<file path="src/rtl/orb_frame_feeder.sv">
// Multi-channel frame-ROM reader: shared address, RD_LAT-compensated capture, FIFO-buffered ready/valid pixel stream.
// First pixel appears RD_LAT+1 cycles after the first read; reads pause whenever FIFO plus in-flight data would exceed FIFO_DEPTH.

// Generic synchronous FIFO, 0-cycle read (data at head); caller must not push when full or pop when empty.
module orb_fifo #(
    parameter int W     = 8,
    parameter int DEPTH = 8,
    parameter int PW    = $clog2(DEPTH) + 1
) (
    input  logic          clk,
    input  logic          rst_n,
    input  logic          wr_en,
    input  logic [W-1:0]  wr_data,
    input  logic          rd_en,
    output logic [W-1:0]  rd_data,
    output logic          empty,
    output logic [PW-1:0] count
);
    logic [W-1:0]  mem [DEPTH];
    logic [PW-1:0] wptr;
    logic [PW-1:0] rptr;

    always_ff @(posedge clk or negedge rst_n) begin
        if (!rst_n) begin
            wptr <= '0;
            rptr <= '0;
        end else begin
            if (wr_en) wptr <= wptr + PW'(1);
            if (rd_en) rptr <= rptr + PW'(1);
        end
    end

    always_ff @(posedge clk) begin
        if (wr_en) mem[wptr[PW-2:0]] <= wr_data;
    end

    assign rd_data = mem[rptr[PW-2:0]];
    assign count   = wptr - rptr;
    assign empty   = (count == '0);
endmodule

module orb_frame_feeder #(
    parameter int IMG_W      = 640,
    parameter int IMG_H      = 480,
    parameter int NCH        = 2,
    parameter int DW         = 8,
    parameter int AW         = 19,
    parameter int RD_LAT     = 1,
    parameter int FIFO_DEPTH = 8,
    localparam int XW        = $clog2(IMG_W),
    localparam int YW        = $clog2(IMG_H),
    localparam int CW        = $clog2(FIFO_DEPTH) + 1
) (
    input  logic              clk,
    input  logic              rst_n,
    input  logic              start,
    input  logic              stop,
    input  logic              mode_cont,
    output logic              mem_en,
    output logic [AW-1:0]     mem_addr,
    input  logic [NCH*DW-1:0] mem_data,
    output logic              pix_valid,
    input  logic              pix_ready,
    output logic [NCH*DW-1:0] pix_data,
    output logic [XW-1:0]     pix_x,
    output logic [YW-1:0]     pix_y,
    output logic              pix_sof,
    output logic              pix_eol,
    output logic              pix_eof,
    output logic              busy,
    output logic              done,
    output logic [15:0]       frame_cnt
);
    typedef enum logic [1:0] {IDLE, RUN, DRAIN} state_t;

    localparam logic [AW-1:0] LAST_ADDR = AW'(IMG_W * IMG_H - 1);
    localparam logic [XW-1:0] X_LAST    = XW'(IMG_W - 1);
    localparam logic [YW-1:0] Y_LAST    = YW'(IMG_H - 1);

    if ((IMG_W * IMG_H) > (1 << AW)) begin : g_chk_aw
        $error("orb_frame_feeder: IMG_W*IMG_H does not fit in AW address bits");
    end
    if (RD_LAT < 1 || RD_LAT > 4) begin : g_chk_lat
        $error("orb_frame_feeder: RD_LAT must be 1..4");
    end
    if ((FIFO_DEPTH & (FIFO_DEPTH - 1)) != 0 || FIFO_DEPTH < RD_LAT + 2) begin : g_chk_depth
        $error("orb_frame_feeder: FIFO_DEPTH must be a power of two >= RD_LAT+2");
    end

    state_t            state;
    logic              cont_mode;
    logic              stop_req;
    logic [RD_LAT-1:0] pipe_vld;
    logic [CW-1:0]     fifo_count;
    logic [CW-1:0]     inflight_count;
    logic              fifo_empty;
    logic [NCH*DW-1:0] fifo_rd_data;
    logic              issue;
    logic              xfer;
    logic              last_xfer;
    logic [XW-1:0]     x;
    logic [YW-1:0]     y;

    always_comb begin
        inflight_count = '0;
        for (int i = 0; i < RD_LAT; i++) inflight_count = inflight_count + CW'(pipe_vld[i]);
    end

    // Reserve a FIFO slot for every read still in flight so the tail write can never overflow.
    assign issue  = (state == RUN) &&
                    (({1'b0, fifo_count} + {1'b0, inflight_count}) < (CW + 1)'(FIFO_DEPTH));
    assign mem_en = issue;

    assign pix_valid = !fifo_empty;
    assign xfer      = pix_valid && pix_ready;
    // Only the final pixel of a draining frame leaves both the pipe and the FIFO empty.
    assign last_xfer = (state == DRAIN) && xfer && (inflight_count == '0) && (fifo_count == CW'(1));

    orb_fifo #(.W(NCH * DW), .DEPTH(FIFO_DEPTH)) u_fifo (
        .clk     (clk),
        .rst_n   (rst_n),
        .wr_en   (pipe_vld[RD_LAT-1]),
        .wr_data (mem_data),
        .rd_en   (xfer),
        .rd_data (fifo_rd_data),
        .empty   (fifo_empty),
        .count   (fifo_count)
    );

    always_ff @(posedge clk or negedge rst_n) begin
        if (!rst_n) begin
            state     <= IDLE;
            cont_mode <= 1'b0;
            stop_req  <= 1'b0;
            mem_addr  <= '0;
            done      <= 1'b0;
            pipe_vld  <= '0;
        end else begin
            done        <= last_xfer;
            pipe_vld[0] <= issue;
            for (int i = 1; i < RD_LAT; i++) pipe_vld[i] <= pipe_vld[i-1];
            case (state)
                IDLE: begin
                    if (start) begin
                        state     <= RUN;
                        cont_mode <= mode_cont;
                        stop_req  <= 1'b0;
                        mem_addr  <= '0;
                    end
                end
                RUN: begin
                    if (stop) stop_req <= 1'b1;
                    if (issue) begin
                        if (mem_addr == LAST_ADDR) begin
                            mem_addr <= '0;
                            if (!cont_mode || stop_req || stop) state <= DRAIN;
                        end else begin
                            mem_addr <= mem_addr + AW'(1);
                        end
                    end
                end
                DRAIN: begin
                    if (inflight_count == '0 && fifo_empty) state <= IDLE;
                end
                default: state <= IDLE;
            endcase
        end
    end

    always_ff @(posedge clk or negedge rst_n) begin
        if (!rst_n) begin
            x         <= '0;
            y         <= '0;
            frame_cnt <= '0;
        end else if (xfer) begin
            if (x == X_LAST) begin
                x <= '0;
                y <= (y == Y_LAST) ? '0 : y + YW'(1);
            end else begin
                x <= x + XW'(1);
            end
            if (pix_eof) frame_cnt <= frame_cnt + 16'd1;
        end
    end

    assign busy     = (state != IDLE);
    assign pix_data = pix_valid ? fifo_rd_data : '0;
    assign pix_x    = x;
    assign pix_y    = y;
    assign pix_sof  = pix_valid && (x == '0) && (y == '0);
    assign pix_eol  = pix_valid && (x == X_LAST);
    assign pix_eof  = pix_valid && (x == X_LAST) && (y == Y_LAST);
endmodule

</file>
<file path="config.mk">
export PLATFORM = sky130hd
export DESIGN_NAME = orb_frame_feeder
export DESIGN_NICKNAME = d
export VERILOG_FILES = /design/src/rtl/orb_frame_feeder.sv
export SDC_FILE = /design/constraint.sdc
export NUM_CORES = 1
export LEC_CHECK = 0
export CELL_PAD_IN_SITES_DETAIL_PLACEMENT = 1
export CELL_PAD_IN_SITES_GLOBAL_PLACEMENT = 1
export CORE_ASPECT_RATIO = 0.8
export CORE_MARGIN = 2
export CORE_UTILIZATION = 40
export DETAILED_ROUTE_END_ITERATION = 12
export PLACE_DENSITY_LB_ADDON = 0.1
export SETUP_SLACK_MARGIN = 0.15
export SYNTH_ARGS = -nofsm -noshare
export SYNTH_HDL_FRONTEND = slang
export SYNTH_SLANG_ARGS = --single-unit
</file>
<file path="constraint.sdc">
create_clock -name clk -period 4.2 [get_ports clk]
set_input_delay 1.05 -clock clk [delete_from_list [all_inputs] [get_ports clk]]
set_output_delay 1.05 -clock clk [all_outputs]
set_load 0.05 [all_outputs]
</file>
==> impl_results.md <==
- Outcome: finished clean
- Max cap viols: 0
- Grt peak-use layer: met2
- Dpl cell area: 10200 sq um
- Sequential Area: 5550 sq um
- Max clock buf depth: 2
- Final net count: 760
- R2R Setup Slk: 1.28 ns
- Die area: around 23000 sq um
- First-pass GRT wire length: 34100 um
- Met3 Usage GRT: 3.01%
- Pleak: 4.03 nW
- Post-route cell area: 10800 sq um
- RR Endpoint: mem_addr[12]$_DFFE_PN0P_
- Initial Utilization: between 40% and 50%
- Mapped Nets: 654
- CTS Buf Count: 17
- CTS root buf: clkbuf_16
- Core ar.: 21400 sq um
- RSZ-0062 raised after global routing: false
- Vias after detailed routing: 5639
- Worst VDD drop: between 600 and 700 uV
- Asr flop ratio synth: 34.7%
- WHS Path Cells: 1
- Initial antenna violation count: 0
- First DRT Iteration DRCs: 295
- Drt wl/cell: 20.8 um
- CP Max Fanout: 11
- Row cnt: 48
- Final setup vio count: 0
- Final worst path period need: 3.92 ns
- Proportion of layout cells with a drive suffix above 1: 17.5%
- Slew HR: 21.4%
- Detail-routed via count per cell: about 5.6
- Inst Count DP: 982
- CTS clk-pin slew, worst paths: roughly 0.07 ns
- Die H: around 140 um
- Data required time of the worst path: 3.15 ns
- Final wirelength: approximately 21000 um
- Setup crit start kind: flop
- Reg2reg start: u_fifo.wptr[0]$_DFFE_PN0P_
- Final ANT Viol Nets: 0
- Switch share: 41.6%
- Yosys cell types: 58
- Worst Skew: 0.0162 ns
- Routability cong.: just under 0.8
- Main flop type after synthesis: edfxtp_1
- Die W: 168 um
- Pint: between 4 and 5 mW
- Pins Over Slew Limit: 0
- Hold path start: frame_cnt[12]$_DFFE_PN0P_
- Min Hold Slack: 0.490 ns
- Hold_buf cts: 0
- CP Capture Type: output pin
- Number of synthesized flops with an enable pin: 128
- DRC: 0
- PwrDens: 763 nW/um^2
- # IOs: 99
- Clock power share: 20.4%
- Post-Syn Area: approximately 8600 sq um
- Clk sink count: between 150 and 200
- Combinational share of power: between 40% and 50%
- Flops & latches, synth: about 200
- Area grow syn2layout: 25.3%
- Final hold vios: 0
- Most common cell after layout, fill and taps aside: edfxtp_1
- HP Class: reg -> reg
- Setup CP Type: reg -> out
- Gr usage total: approximately a fifth
- Final Cycle Share: 93.4%
- Hold path endpoint: frame_cnt[12]$_DFFE_PN0P_
- GRT overflow: 0
- Reg2Reg Depth: 8
- Ant diodes: 0
- Buffers on Ports: 98
- Fmax: ~250 MHz
- Fill count: 2125
- Post-Syn Instances: 620
- Clk_lat worst skew: about 0.44 ns
- GR Util met2: around 32%
- Vias in the first global route: 6123
- Sequential share of the synthesized area: 64.3%
- Number of post-CTS setup repair buffers: 0
- Non-filler cells, final: 1013
- Yosys warns: 0
- Drt first pass iters: 5
- Mean Syn Cell Area: about 14 sq um
- CTS H-tree depth: 4
- P_sw: 3.43 mW
- Seq pwr share: 30.8%
- Data arrival time of the critical path: 2.87 ns
- Most frequent cells in the layout: edfxtp_1 (128), clkdlybuf4s50_1 (76), nand2_1 (75)
- Largest net degree at the start of global routing: ~50
- Post-route core utilization: 50.5%
- Worst slew pin tran: 1.18 ns
- Post-detail-place hpwl: 13500 um
- Area of the multi-input gates: 3010 sq um
- Met1 usage: between 20% and 30%
- TritonCTS clock tree: done
==> state kept, by name, indices dropped and copies added (netlist names) <==
signal       flops
cont_mode        1
done             1
frame_cnt       16
mem_addr        19
pipe_vld         1
pix_x           10
pix_y            9
state            2
stop_req         1
u_fifo.mem     128
u_fifo.rptr      4
u_fifo.wptr      4
==> worst max-delay path, cell delays in order (launching register included) <==
cell and delay [ns]:
dfrtp_1 0.42, inv_1 0.08, ha_1 0.22, fa_1 0.39
xor2_1 0.21, or4b_1 0.54, nand4b_1 0.15, buf_6 0.17
inv_1 0.10, buf_12 0.16
==> synth_stat cells, types with 3 or more instances <==
cell type | n | area share, %
a211o_1 | 9 | 0.91
a21o_1 | 6 | 0.52
a21oi_1 | 22 | 1.3
a22o_1 | 3 | 0.30
and2_1 | 3 | 0.22
and3_1 | 15 | 1.1
and4_1 | 4 | 0.41
buf_2 | 10 | 0.58
clkbuf_1 | 12 | 0.52
dfrtp_1 | 68 | 20
edfxtp_1 | 128 | 45
ha_1 | 11 | 1.6
inv_1 | 16 | 0.70
mux4_2 | 32 | 8.4
nand2_1 | 75 | 3.3
nand2b_1 | 3 | 0.22
nand3_1 | 31 | 1.8
nand4_1 | 21 | 1.5
nor2_1 | 17 | 0.74
nor3_1 | 16 | 0.93
nor4_1 | 21 | 1.5
nor4b_1 | 3 | 0.30
o21ai_0 | 19 | 1.1
o31ai_1 | 5 | 0.44
or3_1 | 3 | 0.22
xnor2_1 | 15 | 1.5
xor2_1 | 15 | 1.5
==> worst max path at each step <==
| stage | start | to | slack, ns | depth (start not counted) |
|---|---|---|---|---|
| 2_1_floorplan | u_fifo.rptr[2]$_DFFE_PN0P_ | pix_eof | -0.24 | 9 |
| 4_1_cts | u_fifo.wptr[1]$_DFFE_PN0P_ | pix_valid | 0.16 | 8 |
| 3_3_place_gp | u_fifo.wptr[1]$_DFFE_PN0P_ | pix_valid | 0.69 | 8 |
| 5_1_grt | u_fifo.wptr[0]$_DFFE_PN0P_ | mem_en | 0.15 | 9 |
| 6_report | u_fifo.wptr[0]$_DFFE_PN0P_ | mem_en | 0.28 | 9 |
| 3_5_place_dp | u_fifo.wptr[1]$_DFFE_PN0P_ | pix_valid | 0.54 | 8 |
==> power groups by stage <==
stage | clock network (mW) | logic [mW] | registers (mW)
6_report | 1.68 | 4.02 | 2.54
5_1_grt | 1.78 | 4.29 | 2.58
4_1_cts | 1.72 | 4.01 | 2.54
3_5_place_dp | 0 | 3.98 | 2.58
3_3_place_gp | 0 | 3.92 | 2.56
2_1_floorplan | 0 | 2.32 | 2.69
==> per-stage QoR <==
| stage | TNS [ns] | setup WS (ns) | power [mW] |
|---|---|---|---|
| finish | 0 | 0.277 | 8.24 |
| global route | 0 | 0.146 | 8.65 |
| CTS | 0 | 0.156 | 8.27 |
| detailed placement | 0 | 0.545 | 6.56 |
| global placement | 0 | 0.687 | 6.48 |
| floorplan | -0.473 | -0.237 | 5.01 |
==> metal layers <==
layer  wire, um  vias up
met5          0        -
met4        247        0
met3        631       16
met2      10300      103
met1       9810     2919
li1           -     2601
==> area by class of cell <==
type,count,share of cell area [%]
Clock inverter,13,1.57
Sequential cell,196,51.3
Inverter,17,0.591
Clock buffer,18,3.97
Multi-Input combinational cell,384,27.8
Tap cell,275,3.18
Timing Repair Buffer,110,11.5
==> repair_timing <==
action                     CTS  global route
resized for setup            1             8
setup endpoints to repair   10            21
gates cloned                 0             0
==> cell families (layout without fill, tap and decap cells) <==
group | count (synthesis) | in the layout | synth area share [%]
compound gates | 80 | 80 | 6.35
xor+xnor | 30 | 30 | 3.05
fa+ha+maj | 12 | 12 | 1.83
buf+inv | 40 | 158 | 1.90
flops | 196 | 196 | 64.3
mux | 35 | 35 | 8.73
simple gates | 227 | 227 | 13.8
Power figures use the tool's default switching activity.
